**config.mk**
```make
export PLATFORM = sky130hd
export DESIGN_NAME = maze_solve
export DESIGN_NICKNAME = d
export VERILOG_FILES = /design/src/rtl/maze_solve.sv
export SDC_FILE = /design/constraint.sdc
export NUM_CORES = 1
export LEC_CHECK = 0
export BUFFER_PORTS_ARGS = -buffer_cell sky130_fd_sc_hd__buf_2
export CORE_MARGIN = 4
export CORE_UTILIZATION = 45
export DETAILED_ROUTE_END_ITERATION = 6
export PLACE_DENSITY_LB_ADDON = 0.15
export SLEW_MARGIN = 5
export SYNTH_ARGS = -nofsm -noshare
export SYNTH_HDL_FRONTEND = slang
export SYNTH_SLANG_ARGS = --single-unit
export TNS_END_PERCENT = 5
```
**constraint.sdc**
```tcl
create_clock -name clk -period 3 [get_ports clk]
set_input_delay 0.3 -clock clk [delete_from_list [all_inputs] [get_ports clk]]
set_output_delay 0.3 -clock clk [all_outputs]
set_load 0.005 [all_outputs]
```
**src/rtl/maze_solve.sv**
```systemverilog
// Wall-following maze solver: sequences forward moves and heading changes for
// the navigator, choosing each new direction from the IR openings and wall affinity.
module maze_solve #(
  parameter logic [11:0] INIT_HDNG  = 12'h000,
  parameter int          SETTLE_CYC = 8
) (
  input  logic        clk,
  input  logic        rst_n,
  input  logic        solve_en,
  input  logic        lft_afnty,
  input  logic        lft_opn,
  input  logic        rght_opn,
  input  logic        frwrd_opn,
  input  logic        mv_cmplt,
  input  logic        sol_cmplt,
  output logic        strt_hdng,
  output logic        strt_mv,
  output logic        stp_lft,
  output logic        stp_rght,
  output logic [11:0] dsrd_hdng,
  output logic        solved,
  output logic [7:0]  mv_cnt
);

  localparam logic [11:0] HDG_N = 12'h000;
  localparam logic [11:0] HDG_W = 12'h3FF;
  localparam logic [11:0] HDG_S = 12'h7FF;
  localparam logic [11:0] HDG_E = 12'hC00;
  localparam logic [7:0]  SETTLE_LOAD = 8'(SETTLE_CYC - 1);

  typedef enum logic [2:0] {
    IDLE,
    ISSUE_MV,
    WAIT_MV,
    SETTLE,
    DECIDE,
    WAIT_HDNG,
    DONE
  } state_t;

  state_t      state_q, state_d;
  logic        aff_q, aff_d;
  logic [7:0]  settle_q, settle_d;
  logic        strt_hdng_q, strt_hdng_d;
  logic        strt_mv_q, strt_mv_d;
  logic        stp_lft_q, stp_lft_d;
  logic        stp_rght_q, stp_rght_d;
  logic [11:0] hdng_q, hdng_d;
  logic        solved_q, solved_d;
  logic [7:0]  mv_cnt_q, mv_cnt_d;
  logic        do_turn;

  // Headings are rotated by table lookup so the value can never leave the legal set.
  function automatic logic [11:0] turn_left(input logic [11:0] h);
    case (h)
      HDG_N:   return HDG_W;
      HDG_W:   return HDG_S;
      HDG_S:   return HDG_E;
      default: return HDG_N;
    endcase
  endfunction

  function automatic logic [11:0] turn_right(input logic [11:0] h);
    case (h)
      HDG_N:   return HDG_E;
      HDG_E:   return HDG_S;
      HDG_S:   return HDG_W;
      default: return HDG_N;
    endcase
  endfunction

  function automatic logic [11:0] turn_back(input logic [11:0] h);
    case (h)
      HDG_N:   return HDG_S;
      HDG_S:   return HDG_N;
      HDG_W:   return HDG_E;
      default: return HDG_W;
    endcase
  endfunction

  always_comb begin
    state_d     = state_q;
    aff_d       = aff_q;
    settle_d    = settle_q;
    strt_hdng_d = 1'b0;
    strt_mv_d   = 1'b0;
    stp_lft_d   = stp_lft_q;
    stp_rght_d  = stp_rght_q;
    hdng_d      = hdng_q;
    solved_d    = solved_q;
    mv_cnt_d    = mv_cnt_q;
    do_turn     = 1'b0;

    if (!solve_en) begin
      state_d    = IDLE;
      stp_lft_d  = 1'b0;
      stp_rght_d = 1'b0;
      solved_d   = 1'b0;
    end else begin
      case (state_q)
        IDLE: begin
          aff_d   = lft_afnty;
          state_d = ISSUE_MV;
        end
        ISSUE_MV: begin
          strt_mv_d  = 1'b1;
          stp_lft_d  = aff_q;
          stp_rght_d = ~aff_q;
          if (mv_cnt_q != 8'hFF) mv_cnt_d = mv_cnt_q + 8'd1;
          state_d = WAIT_MV;
        end
        // A completion coinciding with our own start pulse belongs to the previous command.
        WAIT_MV: begin
          if (mv_cmplt && !strt_mv_q) begin
            if (sol_cmplt) begin
              solved_d = 1'b1;
              state_d  = DONE;
            end else begin
              settle_d = SETTLE_LOAD;
              state_d  = SETTLE;
            end
          end
        end
        SETTLE: begin
          if (settle_q == 8'd0) state_d = DECIDE;
          else settle_d = settle_q - 8'd1;
        end
        DECIDE: begin
          do_turn = 1'b1;
          if (aff_q) begin
            if (lft_opn)        hdng_d = turn_left(hdng_q);
            else if (frwrd_opn) do_turn = 1'b0;
            else if (rght_opn)  hdng_d = turn_right(hdng_q);
            else                hdng_d = turn_back(hdng_q);
          end else begin
            if (rght_opn)       hdng_d = turn_right(hdng_q);
            else if (frwrd_opn) do_turn = 1'b0;
            else if (lft_opn)   hdng_d = turn_left(hdng_q);
            else                hdng_d = turn_back(hdng_q);
          end
          strt_hdng_d = do_turn;
          state_d     = do_turn ? WAIT_HDNG : ISSUE_MV;
        end
        WAIT_HDNG: begin
          if (mv_cmplt && !strt_hdng_q) state_d = ISSUE_MV;
        end
        DONE: begin
          solved_d = 1'b1;
        end
        default: state_d = IDLE;
      endcase
    end
  end

  always_ff @(posedge clk or negedge rst_n) begin
    if (!rst_n) begin
      state_q     <= IDLE;
      aff_q       <= 1'b0;
      settle_q    <= 8'd0;
      strt_hdng_q <= 1'b0;
      strt_mv_q   <= 1'b0;
      stp_lft_q   <= 1'b0;
      stp_rght_q  <= 1'b0;
      hdng_q      <= INIT_HDNG;
      solved_q    <= 1'b0;
      mv_cnt_q    <= 8'd0;
    end else begin
      state_q     <= state_d;
      aff_q       <= aff_d;
      settle_q    <= settle_d;
      strt_hdng_q <= strt_hdng_d;
      strt_mv_q   <= strt_mv_d;
      stp_lft_q   <= stp_lft_d;
      stp_rght_q  <= stp_rght_d;
      hdng_q      <= hdng_d;
      solved_q    <= solved_d;
      mv_cnt_q    <= mv_cnt_d;
    end
  end

  assign strt_hdng = strt_hdng_q;
  assign strt_mv   = strt_mv_q;
  assign stp_lft   = stp_lft_q;
  assign stp_rght  = stp_rght_q;
  assign dsrd_hdng = hdng_q;
  assign solved    = solved_q;
  assign mv_cnt    = mv_cnt_q;

endmodule

```
==> metrics.yaml <==
timing:
  worst_slew_pin_slew_ns: 0.614
  finalSetupTns_ns: 0
  fin_crit_sh_pct: 69.9
  rsz0062_at_grt: "false"
  period_needed_ns: 2.10
  timing.fmax_mhz: 477
  skew_ns: 0.00407
  drv_slew: 0
  hold_violations: 0
  setup_viol: 0
  slew_headroom_pct: 59.1
routing:
  via_per_inst: 5.59
  ant_nets: 0
  drc: 0
  drt-initial-drc-count: 44
  routed-wl-met3_um: 174
  routed_wl_um: 3320
  wl_per_cell_um: 13.6
  met1_length_um: 1660
  wl_met2_um: 1450
  firstDrtPassIters: 4
  dr.max_layer_used: "met4"
  vias: 1363
global_route:
  grt_antenna_before_repair: 0
  grt_max_degree: 29
  grt_pass1_vias: 1242
  grt.total_usage_pct: 15.9
  grt_pass1_wl_um: 5690
  grt-ovfl-total: 0
synth:
  synth_top_area_share_pct: 42.3
  synthTopCellsByArea: "dfrtp_1, buf_4, o21ai_0"
  synth_edf_count: 0
  synth_area_sq_mm: 0.00166
  synth_ff_type: "dfrtp_1"
  syn-instance-count: 174
  ys_ff_latch: 28
  ys_seq_area_share_pct: 42.3
  synth_area_per_cell_sq_um: 9.51
  synth_cell_type_count: 44
  yosysWarnings: 0
  async_flop_share_pct: 100
  synth_fp_nets: 186
  synth_top_area_cell: "dfrtp_1"
final_layout:
  drive_gt1_share_pct: 24.2
  area_growth_pct: 11.6
  fin_util_pct: 53.7
  insertedDiodeCount: 0
  nNetsFinal: 211
clocking:
  post_cts_resized: 0
  clk_pin_slew_ns: 0.10
  cts_tree: "yes"
  numCtsBuffers: 3
  htree_levels: 1
  cts_root_buffer: "clkbuf_8"
  cts.sinks: 28
  holdBufCountCts: 0
  postCtsSetupRepairBufs: 0
  max-clock-path-buffers: 2
  clkLatencyLatePin_ns: 0.27
power_and_ir_drop:
  power.density_mw_per_mm2: 857
  ir_drop_v: 0.000446
  leakage_nw: 0.843
floorplan:
  start_util_pct: 48.1
  fp.dieH_um: 68.7
  pin_count: 34
  row_count: 21
  core_sq_mm: 0.00344
  die_w_um: 68.7
  dieArea_sq_mm: 0.00471
worst_setup_path:
  crit_family: "compound AO/OA/AOI/OAI gates"
  reg2reg_depth: 5
  cpPeakStageDelay_ns: 0.60
  path_buf_inv: 0
  cp_slowest_cell: "dfrtp_1"
  crit_path_start_kind: "register"
  required_ns: 3.16
  critPathKind: "reg -> reg"
  cp.arrival_ns: 2.26
  cp_max_fo: 16
  cp-end-kind: "register"
  path_cells: "and2_1 -> o2111ai_1 -> a31oi_2 -> nand2_1 -> mux2_2"
  cp.depth: 5
hold_path:
  hold_class: "in -> async"
run:
  drv_cap: 0
placement:
  io_buffers: 33
  gp_congestion: 0.903
  dp_hpwl_um: 2480
status:
  outcome: "finished, final reports clean"
==> per-stage QoR <==
step / setup slack (ns) / power, mW / instance area [sq um] / cells / hold slack, ns
CTS: 0.915 / 1.60 / 1850 / 244 / 0.0502
global placement: 1.04 / 1.33 / 1790 / 240 / 0.344
global route: 0.733 / 1.73 / 1850 / 244 / 0.0698
finish: 0.904 / 1.58 / 1850 / 244 / 0.0271
floorplan: 1.20 / 1.19 / 1660 / 174 / 0.00441
detailed placement: 0.943 / 1.36 / 1790 / 240 / 0.354
==> registers in the layout (all words and copies together) (netlist names) <==
name / cells
mv_cnt: 8
state_q: 3
strt_mv: 1
dsrd_hdng: 3
stp_rght: 1
settle_q: 8
aff_q: 1
stp_lft: 1
strt_hdng: 1
solved: 1
==> area by class of cell <==
type                    instances  area, sq um
fillers                       321         1590
multi-input cells             127          847
flip-flops and latches         28          701
repair buffers                 33          165
well taps                      46         57.6
clock buffers                   4         55.1
inverters                       6         22.5
==> cell usage after synthesis (2+ instances only) <==
library cell / count
dfrtp_1: 28
nand2b_1: 5
and2_1: 2
o21ai_0: 13
buf_4: 9
nor2b_1: 3
a21boi_0: 2
xnor2_1: 6
and3_1: 2
nor2_1: 11
inv_1: 6
buf_2: 2
nand3b_1: 2
nand2_1: 16
o32ai_1: 2
mux2_2: 2
nor3_1: 5
nand3_1: 7
a21oi_1: 10
o31ai_1: 2
nand4_1: 3
clkbuf_1: 2
a31oi_1: 5
o21a_1: 2
ha_1: 3
mux2i_1: 5
nor4b_2: 2
==> power breakdown <==
group | internal, mW | switching, mW
registers | 0.500 | 0.221
clock network | 0.118 | 0.116
logic | 0.312 | 0.317
total | 0.929 | 0.654
==> placed cells by master, fill, tap and decap left out, drive strengths merged, types with 6 or more instances in the layout <==
master   n
a21oi   10
a31oi    6
buf     33
dfrtp   28
inv      6
nand2   16
nand3    7
nor2    11
o21ai   13
xnor2    6
==> layer usage <==
metal / vias to the layer above / global-route usage [%]
met4: 0 / 5.71
met2: 36 / 24.3
met1: 650 / 22.6
met5: - / 0
li1: 672 / -
met3: 5 / 2.43
==> final timing paths <==
check / slack (ns) / endpoint / startpoint
max: 0.90 / settle_q[0] / state_q[1]
min: 0.03 / settle_q[7] / rst_n
max reg2reg: 0.90 / settle_q[0] / state_q[1]
min reg2reg: 0.50 / mv_cnt[4] / mv_cnt[4]
max in group asynchronous: 2.57 / mv_cnt[7] / rst_n
min in group clk: 0.26 / aff_q / lft_afnty
==> logic make-up (layout without fill, tap and decap cells) <==
kind of cell | after synthesis | after routing | share of synthesized area, %
buf+inv | 19 | 43 | 6.50
xor+xnor | 7 | 7 | 3.70
flops | 28 | 28 | 42.3
fa+ha+maj | 3 | 3 | 2.27
compound gates | 46 | 46 | 19.7
mux | 7 | 7 | 4.38
simple gates | 64 | 64 | 21.1
Power figures use the tool's default switching activity.
